--- config.mk ---
export PLATFORM = sky130hd
export DESIGN_NAME = video_timing_gen
export DESIGN_NICKNAME = d
export VERILOG_FILES = /design/src/rtl/video_timing_gen.sv
export SDC_FILE = /design/constraint.sdc
export NUM_CORES = 1
export LEC_CHECK = 0
export CAP_MARGIN = 0
export CORE_MARGIN = 10
export CORE_UTILIZATION = 40
export CTS_CLUSTER_DIAMETER = 30
export DETAILED_ROUTE_END_ITERATION = 7
export MAX_ROUTING_LAYER = met4
export PLACE_DENSITY = 0.65
export REMOVE_ABC_BUFFERS = 1
export SYNTH_ARGS = -nofsm -noshare
export SYNTH_HDL_FRONTEND = slang
export SYNTH_SLANG_ARGS = --single-unit
export TNS_END_PERCENT = 100
--- constraint.sdc ---
create_clock -name I_pxl_clk -period 5.9 [get_ports I_pxl_clk]
set_input_delay 1.18 -clock I_pxl_clk [delete_from_list [all_inputs] [get_ports I_pxl_clk]]
set_output_delay 1.18 -clock I_pxl_clk [all_outputs]
set_load 0.05 [all_outputs]
--- src/rtl/video_timing_gen.sv ---
// video_timing_gen: mode-selectable DE/HS/VS timing with active-pixel coordinates and SOF.
// Optional test-pattern output (O_data_rgb, I_pat_sel) is built when TEST_PATTERN_EN is defined.
`timescale 1ns/1ps
module video_timing_gen #(
  parameter int CNT_W     = 12,
  parameter int C_H_TOTAL = 1650,
  parameter int C_H_SYNC  = 40,
  parameter int C_H_BP    = 220,
  parameter int C_H_RES   = 640,
  parameter int C_V_TOTAL = 750,
  parameter int C_V_SYNC  = 5,
  parameter int C_V_BP    = 20,
  parameter int C_V_RES   = 480,
  parameter int C_HS_POL  = 1,
  parameter int C_VS_POL  = 1,
  parameter int C_BAR_W   = 80
) (
  input  logic             I_pxl_clk,
  input  logic             I_rst,
  input  logic [1:0]       I_mode,
`ifdef TEST_PATTERN_EN
  input  logic [1:0]       I_pat_sel,
  output logic [23:0]      O_data_rgb,
`endif
  output logic [1:0]       O_mode_act,
  output logic             O_de,
  output logic             O_hs,
  output logic             O_vs,
  output logic [CNT_W-1:0] O_x,
  output logic [CNT_W-1:0] O_y,
  output logic             O_sof
);

  typedef struct packed {
    logic [CNT_W-1:0] h_total;
    logic [CNT_W-1:0] h_sync;
    logic [CNT_W-1:0] h_bp;
    logic [CNT_W-1:0] h_res;
    logic [CNT_W-1:0] v_total;
    logic [CNT_W-1:0] v_sync;
    logic [CNT_W-1:0] v_bp;
    logic [CNT_W-1:0] v_res;
    logic             hs_pol;
    logic             vs_pol;
  } timing_t;

  localparam logic [CNT_W-1:0] ONE = CNT_W'(1);

  // {hs_pol, vs_pol}; 1 = sync pulse is driven high.
  function automatic logic [1:0] mode_pol(input logic [1:0] m);
    case (m)
      2'd1:    mode_pol = 2'b00;
      2'd3:    mode_pol = {C_HS_POL != 0, C_VS_POL != 0};
      default: mode_pol = 2'b11;
    endcase
  endfunction

  function automatic timing_t mk(input int ht, hs, hbp, hres, vt, vs, vbp, vres,
                                 input logic [1:0] pol);
    timing_t t;
    t.h_total = CNT_W'(ht);
    t.h_sync  = CNT_W'(hs);
    t.h_bp    = CNT_W'(hbp);
    t.h_res   = CNT_W'(hres);
    t.v_total = CNT_W'(vt);
    t.v_sync  = CNT_W'(vs);
    t.v_bp    = CNT_W'(vbp);
    t.v_res   = CNT_W'(vres);
    t.hs_pol  = pol[1];
    t.vs_pol  = pol[0];
    return t;
  endfunction

  function automatic timing_t mode_timing(input logic [1:0] m);
    case (m)
      2'd0:    mode_timing = mk(1650, 40, 220, 1280, 750, 5, 20, 720, mode_pol(m));
      2'd1:    mode_timing = mk(1344, 136, 160, 1024, 806, 6, 29, 768, mode_pol(m));
      2'd2:    mode_timing = mk(1056, 128, 88, 800, 628, 4, 23, 600, mode_pol(m));
      default: mode_timing = mk(C_H_TOTAL, C_H_SYNC, C_H_BP, C_H_RES,
                                C_V_TOTAL, C_V_SYNC, C_V_BP, C_V_RES, mode_pol(m));
    endcase
  endfunction

  logic [1:0]       mode_q, mode_d;
  logic [CNT_W-1:0] h_cnt_q, h_cnt_d, v_cnt_q, v_cnt_d;
  logic             de_q, de_d, hs_q, hs_d, vs_q, vs_d, sof_q, sof_d;
  logic [CNT_W-1:0] x_q, x_d, y_q, y_d;

  timing_t          tim;
  logic [1:0]       rst_pol;
  logic [CNT_W-1:0] h_start, h_end, v_start, v_end;
  logic             h_last, v_last, hs_raw, vs_raw, de_raw;

  // NOTE: every always_comb output gets a default first so no path can infer a latch.
  always_comb begin
    tim     = mode_timing(mode_q);
    rst_pol = mode_pol(I_mode);
    h_start = tim.h_sync + tim.h_bp;
    h_end   = h_start + tim.h_res;
    v_start = tim.v_sync + tim.v_bp;
    v_end   = v_start + tim.v_res;

    h_last  = (h_cnt_q == tim.h_total - ONE);
    v_last  = (v_cnt_q == tim.v_total - ONE);
    h_cnt_d = h_cnt_q + ONE;
    v_cnt_d = v_cnt_q;
    if (h_last) begin
      h_cnt_d = '0;
      v_cnt_d = v_last ? '0 : v_cnt_q + ONE;
    end

    // A new mode is only taken on the last pixel of a frame, so the next (0,0) uses it.
    mode_d = (h_last && v_last) ? I_mode : mode_q;

    hs_raw = (h_cnt_q < tim.h_sync);
    vs_raw = (v_cnt_q < tim.v_sync);
    de_raw = (h_cnt_q >= h_start) && (h_cnt_q < h_end) &&
             (v_cnt_q >= v_start) && (v_cnt_q < v_end);

    hs_d  = hs_raw ~^ tim.hs_pol;
    vs_d  = vs_raw ~^ tim.vs_pol;
    de_d  = de_raw;
    x_d   = de_raw ? h_cnt_q - h_start : '0;
    y_d   = de_raw ? v_cnt_q - v_start : '0;
    sof_d = de_raw && (h_cnt_q == h_start) && (v_cnt_q == v_start);
  end

  // NOTE: sequential state uses non-blocking assignments so all registers update together.
  always_ff @(posedge I_pxl_clk) begin
    if (I_rst) begin
      mode_q  <= I_mode;
      h_cnt_q <= '0;
      v_cnt_q <= '0;
      de_q    <= 1'b0;
      hs_q    <= ~rst_pol[1];
      vs_q    <= ~rst_pol[0];
      x_q     <= '0;
      y_q     <= '0;
      sof_q   <= 1'b0;
    end else begin
      mode_q  <= mode_d;
      h_cnt_q <= h_cnt_d;
      v_cnt_q <= v_cnt_d;
      de_q    <= de_d;
      hs_q    <= hs_d;
      vs_q    <= vs_d;
      x_q     <= x_d;
      y_q     <= y_d;
      sof_q   <= sof_d;
    end
  end

  assign O_mode_act = mode_q;
  assign O_de       = de_q;
  assign O_hs       = hs_q;
  assign O_vs       = vs_q;
  assign O_x        = x_q;
  assign O_y        = y_q;
  assign O_sof      = sof_q;

`ifdef TEST_PATTERN_EN
  logic [CNT_W-1:0] bar_w, bar_pos_q, bar_pos_d;
  logic [2:0]       bar_idx_q, bar_idx_d;
  logic [7:0]       fcnt_q, fcnt_d;
  logic [23:0]      rgb_q, rgb_d;

  function automatic logic [CNT_W-1:0] mode_bar_w(input logic [1:0] m);
    case (m)
      2'd0:    mode_bar_w = CNT_W'(160);
      2'd1:    mode_bar_w = CNT_W'(128);
      2'd2:    mode_bar_w = CNT_W'(100);
      default: mode_bar_w = CNT_W'(C_BAR_W);
    endcase
  endfunction

  function automatic logic [23:0] bar_colour(input logic [2:0] idx);
    case (idx)
      3'd0:    bar_colour = 24'hFFFFFF;
      3'd1:    bar_colour = 24'hFFFF00;
      3'd2:    bar_colour = 24'h00FFFF;
      3'd3:    bar_colour = 24'h00FF00;
      3'd4:    bar_colour = 24'hFF00FF;
      3'd5:    bar_colour = 24'hFF0000;
      3'd6:    bar_colour = 24'h0000FF;
      default: bar_colour = 24'h000000;
    endcase
  endfunction

  // Bar position tracks the current h_cnt: cleared when the next pixel is the first active one.
  always_comb begin
    bar_w     = mode_bar_w(mode_q);
    bar_pos_d = bar_pos_q + ONE;
    bar_idx_d = bar_idx_q;
    if (h_cnt_d == h_start) begin
      bar_pos_d = '0;
      bar_idx_d = 3'd0;
    end else if (bar_pos_q == bar_w - ONE) begin
      bar_pos_d = '0;
      if (bar_idx_q != 3'd7) bar_idx_d = bar_idx_q + 3'd1;
    end

    fcnt_d = fcnt_q + {7'd0, sof_q};

    rgb_d = '0;
    if (de_raw) begin
      case (I_pat_sel)
        2'd0:    rgb_d = bar_colour(bar_idx_q);
        2'd1:    rgb_d = {x_d[7:0], y_d[7:0], 8'h00};
        2'd2:    rgb_d = {fcnt_q, ~fcnt_q, 8'h00};
        default: rgb_d = 24'hFFFFFF;
      endcase
    end
  end

  always_ff @(posedge I_pxl_clk) begin
    if (I_rst) begin
      bar_pos_q <= '0;
      bar_idx_q <= 3'd0;
      fcnt_q    <= 8'd0;
      rgb_q     <= 24'd0;
    end else begin
      bar_pos_q <= bar_pos_d;
      bar_idx_q <= bar_idx_d;
      fcnt_q    <= fcnt_d;
      rgb_q     <= rgb_d;
    end
  end

  assign O_data_rgb = rgb_q;
`endif

endmodule

**Word-level counts from Yosys, hierarchy flattened**

Cells that the tools add are included.

- $add $sub $neg: 10
- Bitwise logic cells: 5
- $lt $le $gt $ge: 6
- Eq/ne operators: 7
- Multiplexer cells: 7
- Reductions and logical operators: 10

Operators with widths:

| operator | number |
|---|---|
| one-hot mux 96 bit (3 select lines) | 1 |
| adder 12 bit | 4 |
| == test 12 bit | 4 |
| < comparator 12 bit | 4 |
| adder 12 x 1 -> 12 bit, second input constant | 2 |
| >= comparator 12 bit | 2 |
| subtractor 12 x 1 -> 12 bit, second input constant | 2 |
| subtractor 12 bit | 2 |
| two-way mux 12 bit | 1 |
| logical AND 1 bit | 6 |
| two-way mux 2 bit | 3 |
| == test 2 x 1 -> 1 bit, second input constant | 2 |
| OR reduction 2 bit | 2 |
| inverter 1 bit | 3 |
| == test 2 bit, second input constant | 1 |
| zero test 2 bit | 1 |
| two-way mux 1 bit | 2 |
| nonzero test 2 bit | 1 |
| bitwise XNOR 1 bit | 2 |

- Bits of input ports: 4
- Output and inout port bits: 30
- Logic and storage cells: 54
- Register bits: 54

**Depth between registers and ports, before layout**

- Word-level depth: 10
- Mapped depth: 14
- Gate-level depth less buffers: 13

**Least setup slack after synthesis**

OpenSTA, ideal clock, no wires.

- Kind: reg2reg
- Start point: reg mode_q[0] (netlist: O_mode_act[0])
- End point: reg sof_q (netlist: O_sof)
- Data arrival time: 3.848 ns
- Data required time: 5.835 ns
- Setup time: 0.065 ns
- Slack: 1.986 ns
- Clock period less this slack: 3.914 ns
- Stages on the path, launching flop included: 15
- Path buffers: 1
- Path through: edfxtp_1 -> inv_1 -> ha_1 -> inv_1 -> ha_1 -> ha_1 -> inv_1 -> fa_1 -> a21oi_1 -> o21ai_0 -> a221o_1 -> a21oi_1 -> o221ai_1 -> clkbuf_1 -> nor2_1

- Word-level cells in the longest chain between the ends: 10
- Elaborated cells between the ends (all ways): 19
- Classes of those cells: add/sub (4); order compare (4); eq/ne (4); mux (1); reduce/logical (6)

RTL lines:

| what | RTL line | text |
|---|---|---|
| from (decl) | 84 | `logic [1:0] mode_q, mode_d;` |
| from (signal assigned) | 131 | `mode_q <= I_mode;` |
| from (signal assigned) | 141 | `mode_q <= mode_d;` |
| == test 2 bit (tied with other cells) | 75 | `case (m)` |
| one-hot mux 96 bit (3 select lines) (*) | 75 |  |
| adder 12 bit | 98 | `h_start = tim.h_sync + tim.h_bp;` |
| adder 12 bit | 99 | `h_end = h_start + tim.h_res;` |
| < comparator 12 bit | 117 | `de_raw = (h_cnt_q >= h_start) && (h_cnt_q < h_end) &&` |
| logical AND 1 bit (2 in series) | 117 |  |
| logical AND 1 bit | 118 | `(v_cnt_q >= v_start) && (v_cnt_q < v_end);` |
| logical AND 1 bit | 125 | `sof_d = de_raw && (h_cnt_q == h_start) && (v_cnt_q == v_start);` |
| logical AND 1 bit (*) | 125 |  |
| to (signal assigned) | 139 | `sof_q <= 1'b0;` |
| to (signal assigned) | 149 | `sof_q <= sof_d;` |
| to (decl) | 86 | `logic de_q, de_d, hs_q, hs_d, vs_q, vs_d, sof_q, sof_d;` |

Every way passes the cells marked *; elsewhere a longest branch is shown, timed or not.
A chain may end at the register's enable or synchronous reset.

**Worst setup path after layout**

- Start point: reg mode_q[0] (netlist: O_mode_act[0])
- End point: reg y_q[9] (netlist: O_y[9])

- Word-level cells in the longest chain between the ends: 10
- Elaborated cells between the ends (all ways): 18
- Classes of those cells: add/sub (5); order compare (4); eq/ne (2); mux (1); bitwise (1); reduce/logical (5)

RTL lines:

| what | RTL line | text |
|---|---|---|
| == test 2 bit (tied with other cells) | 75 |  |
| one-hot mux 96 bit (3 select lines) (*) | 75 |  |
| adder 12 bit | 98 |  |
| adder 12 bit | 99 |  |
| < comparator 12 bit | 117 |  |
| logical AND 1 bit (2 in series) | 117 |  |
| logical AND 1 bit | 118 |  |
| inverter 1 bit (no source line) | n/a |  |
| OR reduction 2 bit (no source line) | n/a |  |
| to (signal assigned) | 148 | `y_q <= y_d;` |
| to (decl) | 87 | `logic [CNT_W-1:0] x_q, x_d, y_q, y_d;` |

Marked as above.

==> flow_metrics.tcl <==
set metrics [dict create \
    syn_inst 406 \
    clk_pin_slew_ps 90 \
    grt_max_degree 24 \
    fillers 838 \
    worstPathMaxFanout 23 \
    wl_per_cell_um 14.3 \
    ir_drop_mv 0.114 \
    yosys_most_used_dff "dfxtp_1" \
    tightest_slew_ps 797 \
    antenna_cells 0 \
    drc_errors 0 \
    synth-edff-count 2 \
    wirelength_um 7730 \
    cap_violations 0 \
    drt_pre_antenna_iters 5 \
    cts-root-buf "clkbuf_8" \
    die_area_um2 12700 \
    dr_wl_met3_um 562 \
    dr_wl_met2_um 3360 \
    netSwitchingPower_mw 0.173 \
    drive_above_1_share_pct 4.38 \
    finalCriticalPeriod_ps 4150 \
    power_frac_comb_pct 12.3 \
    ys_seq_elements 54 \
    rsz0062_at_grt "no" \
    area_growth_pct 15.0 \
    grt_overflow 0 \
    yosys_warnings 0 \
    vias_per_cell 5.31 \
    postCtsSetupRepairBufs 0 \
    worst-setup-path-type "reg -> reg" \
    internal-power_mw 0.522 \
    grt_pass1_wl_um 13200 \
    status "finished clean" \
    synth_cell_types 54 \
    clock-sinks 54 \
    fin_skew_ps 11.8 \
    pin_count 34 \
    place_hpwl_um 5900 \
    wl_met1_um 3710 \
    ctsHoldBuffers 0 \
    cts_buffers 5 \
    slew_headroom_pct 46.4 \
    powerDensity_nw_per_um2 177 \
    fp.dieW_um 112 \
    setup_tns_ps 0 \
    start_kind "flip-flop" \
    io_buffers 33 \
    htreeDepth 2 \
    ys_seq_area_share_pct 32.2 \
    drv_slew 0 \
    num_vias 2863 \
    top_layer "met4" \
    p_leak_nw 1.64 \
    crit_path_end_kind "flip-flop" \
    async_flop_share_pct 0 \
    insertion_delay_ps 310 \
    timing.rr.start "O_mode_act[0]$_DFFE_PP_" \
    num_rows 33 \
    final_cell_area_um2 3930 \
    swShare_pct 24.9 \
    clock_power_share_pct 33.9 \
    start_util_pct 41.4 \
    cp.required_ps 6150 \
    drt_iter0_markers 200 \
    routabilityCongestion 0.975 \
    hold_violations 0 \
    grt_use_total_pct 12.6 \
    cts_tree "built" \
    fmax_ghz 0.241 \
    clock_path_buffers 2 \
    hold_path_startpoint "h_cnt_q[0]$_SDFF_PP0_" \
    syn_area_per_cell_um2 8.43 \
    coreArea_um2 8260 \
    layout.nets 484 \
    antenna_found_initial 0 \
    post_cts_resized 0 \
    critPathLaunch "O_mode_act[0]$_DFFE_PP_" \
    arrival_ps 4400 \
    hp-class "reg -> reg" \
    first_global_vias 2695 \
    setup_viol 0 \
    p_seq_share_pct 53.8 \
    period_share_pct 70.4 \
    die_y_um 112 \
    placed_area_um2 3820 \
    syn_area_um2 3420 \
    detail-route-antenna-nets 0 \
]
==> sequential cells by signal, summed over array words and instances, names as in the netlist <==
name	count
O_de	1
O_vs	1
O_sof	1
O_x	12
O_hs	1
v_cnt_q	12
h_cnt_q	12
O_mode_act	2
O_y	12
==> layer usage <==
layer	GRT usage [%]	vias up
met3	3.30	6
met2	19.0	78
li1	-	1440
met4	3.98	0
met5	-	-
met1	16.1	1339
==> synth_stat cells (all sizes together), types with 2 or more instances <==
cell type,n,area (µm²)
nand4b,2,17.5
dfxtp,52,1040
clkbuf,7,26.3
o22ai,3,18.8
nand3,14,70.1
o21ai,15,75.1
nand2b,2,12.5
buf,7,47.5
nor4b,2,23.8
o221ai,2,17.5
and2,5,31.3
edfxtp,2,60.1
xor2,13,114
or3,3,18.8
and4b,2,20.0
nor2,75,297
fa,2,40.0
o31ai,2,15.0
nor2b,3,18.8
a211oi,2,15.0
o21a,3,22.5
and3,2,12.5
nand4,5,31.3
or4,2,18.8
nor3b,2,15.0
nand2,19,71.3
a31oi,2,12.5
inv,28,105
xnor2,26,228
o41ai,2,17.5
a21oi,21,105
a21boi,2,15.0
ha,45,563
nor3,12,65.1
nor4,8,50.1
==> cell usage in the layout, fill, tap and decap left out, drive strengths merged, types with 3 or more instances in the layout <==
master	Yosys	final
nor2	75	75
nor3	12	12
xor2	13	13
o21ai	15	15
nand4	5	5
xnor2	26	26
inv	28	28
nand2	19	19
clkdlybuf4s50	0	33
nor4	8	8
o21a	3	3
nor2b	3	3
nand3	14	14
a21oi	21	21
o22ai	3	3
and2	5	5
or3	3	3
ha	45	45
dfxtp	52	52
clkbuf	7	8
==> power by group through the flow <==
| stage | Sequential, mW | Combinational (mW) | Clock, mW |
|---|---|---|---|
| finish | 0.374 | 0.0854 | 0.236 |
| detailed placement | 0.382 | 0.0850 | 0 |
| floorplan | 0.388 | 0.0567 | 0 |
| global placement | 0.382 | 0.0836 | 0 |
| global route | 0.375 | 0.0970 | 0.255 |
| CTS | 0.374 | 0.0858 | 0.245 |
==> cells by family after synthesis <==
logic type / after synthesis / share of synthesized area [%]
AOI/OAI and AO/OA: 62 / 11.3
xor gates and xnor gates: 39 / 9.99
adders and majority gates: 47 / 17.6
buffers and inverters: 42 / 5.23
DFF: 54 / 32.2
muxes: 1 / 0.293
and+or+nand+nor: 161 / 23.4
==> final timing paths <==
kind,end,slack [ps],depth (start not counted)
max reg2reg,O_y[9]$_SDFF_PP0_,1750,14
max,O_y[9]$_SDFF_PP0_,1750,14
min,h_cnt_q[0]$_SDFF_PP0_,510,1
min reg2reg,h_cnt_q[0]$_SDFF_PP0_,510,1
==> area by class of cell <==
cell class | count | area (µm²) | area share, %
Clock buffer | 8 | 110 | 2.80
Sequential cell | 54 | 1100 | 28.0
Timing Repair Buffer | 34 | 338 | 8.59
Tap cell | 105 | 131 | 3.34
Inverter | 28 | 105 | 2.67
Multi-Input combinational cell | 310 | 2150 | 54.6
==> per-stage QoR <==
stage               hold WS, ps  worst slack (ps)  util [%]  power (mW)  instances
floorplan                   437              1550         -       0.444        392
global placement            466              1990      46.3       0.466        531
detailed placement          510              1830      46.3       0.467        531
CTS                         530              1760      47.6       0.705        539
global route                566              1500      47.6       0.727        539
finish                      512              1750      47.6       0.695        539
==> worst max-delay path, stage by stage (launching register included) <==
cell and delay, ps:
edfxtp_1 460, inv_1 150, ha_1 620, inv_1 310, ha_1 370, ha_1 150, inv_1 50, fa_1 400
a21oi_1 270, o21ai_0 140, a221o_1 300, a21oi_1 180, o221ai_2 180, buf_4 260, o21ba_2 250
(Power assumes the default switching activity.)
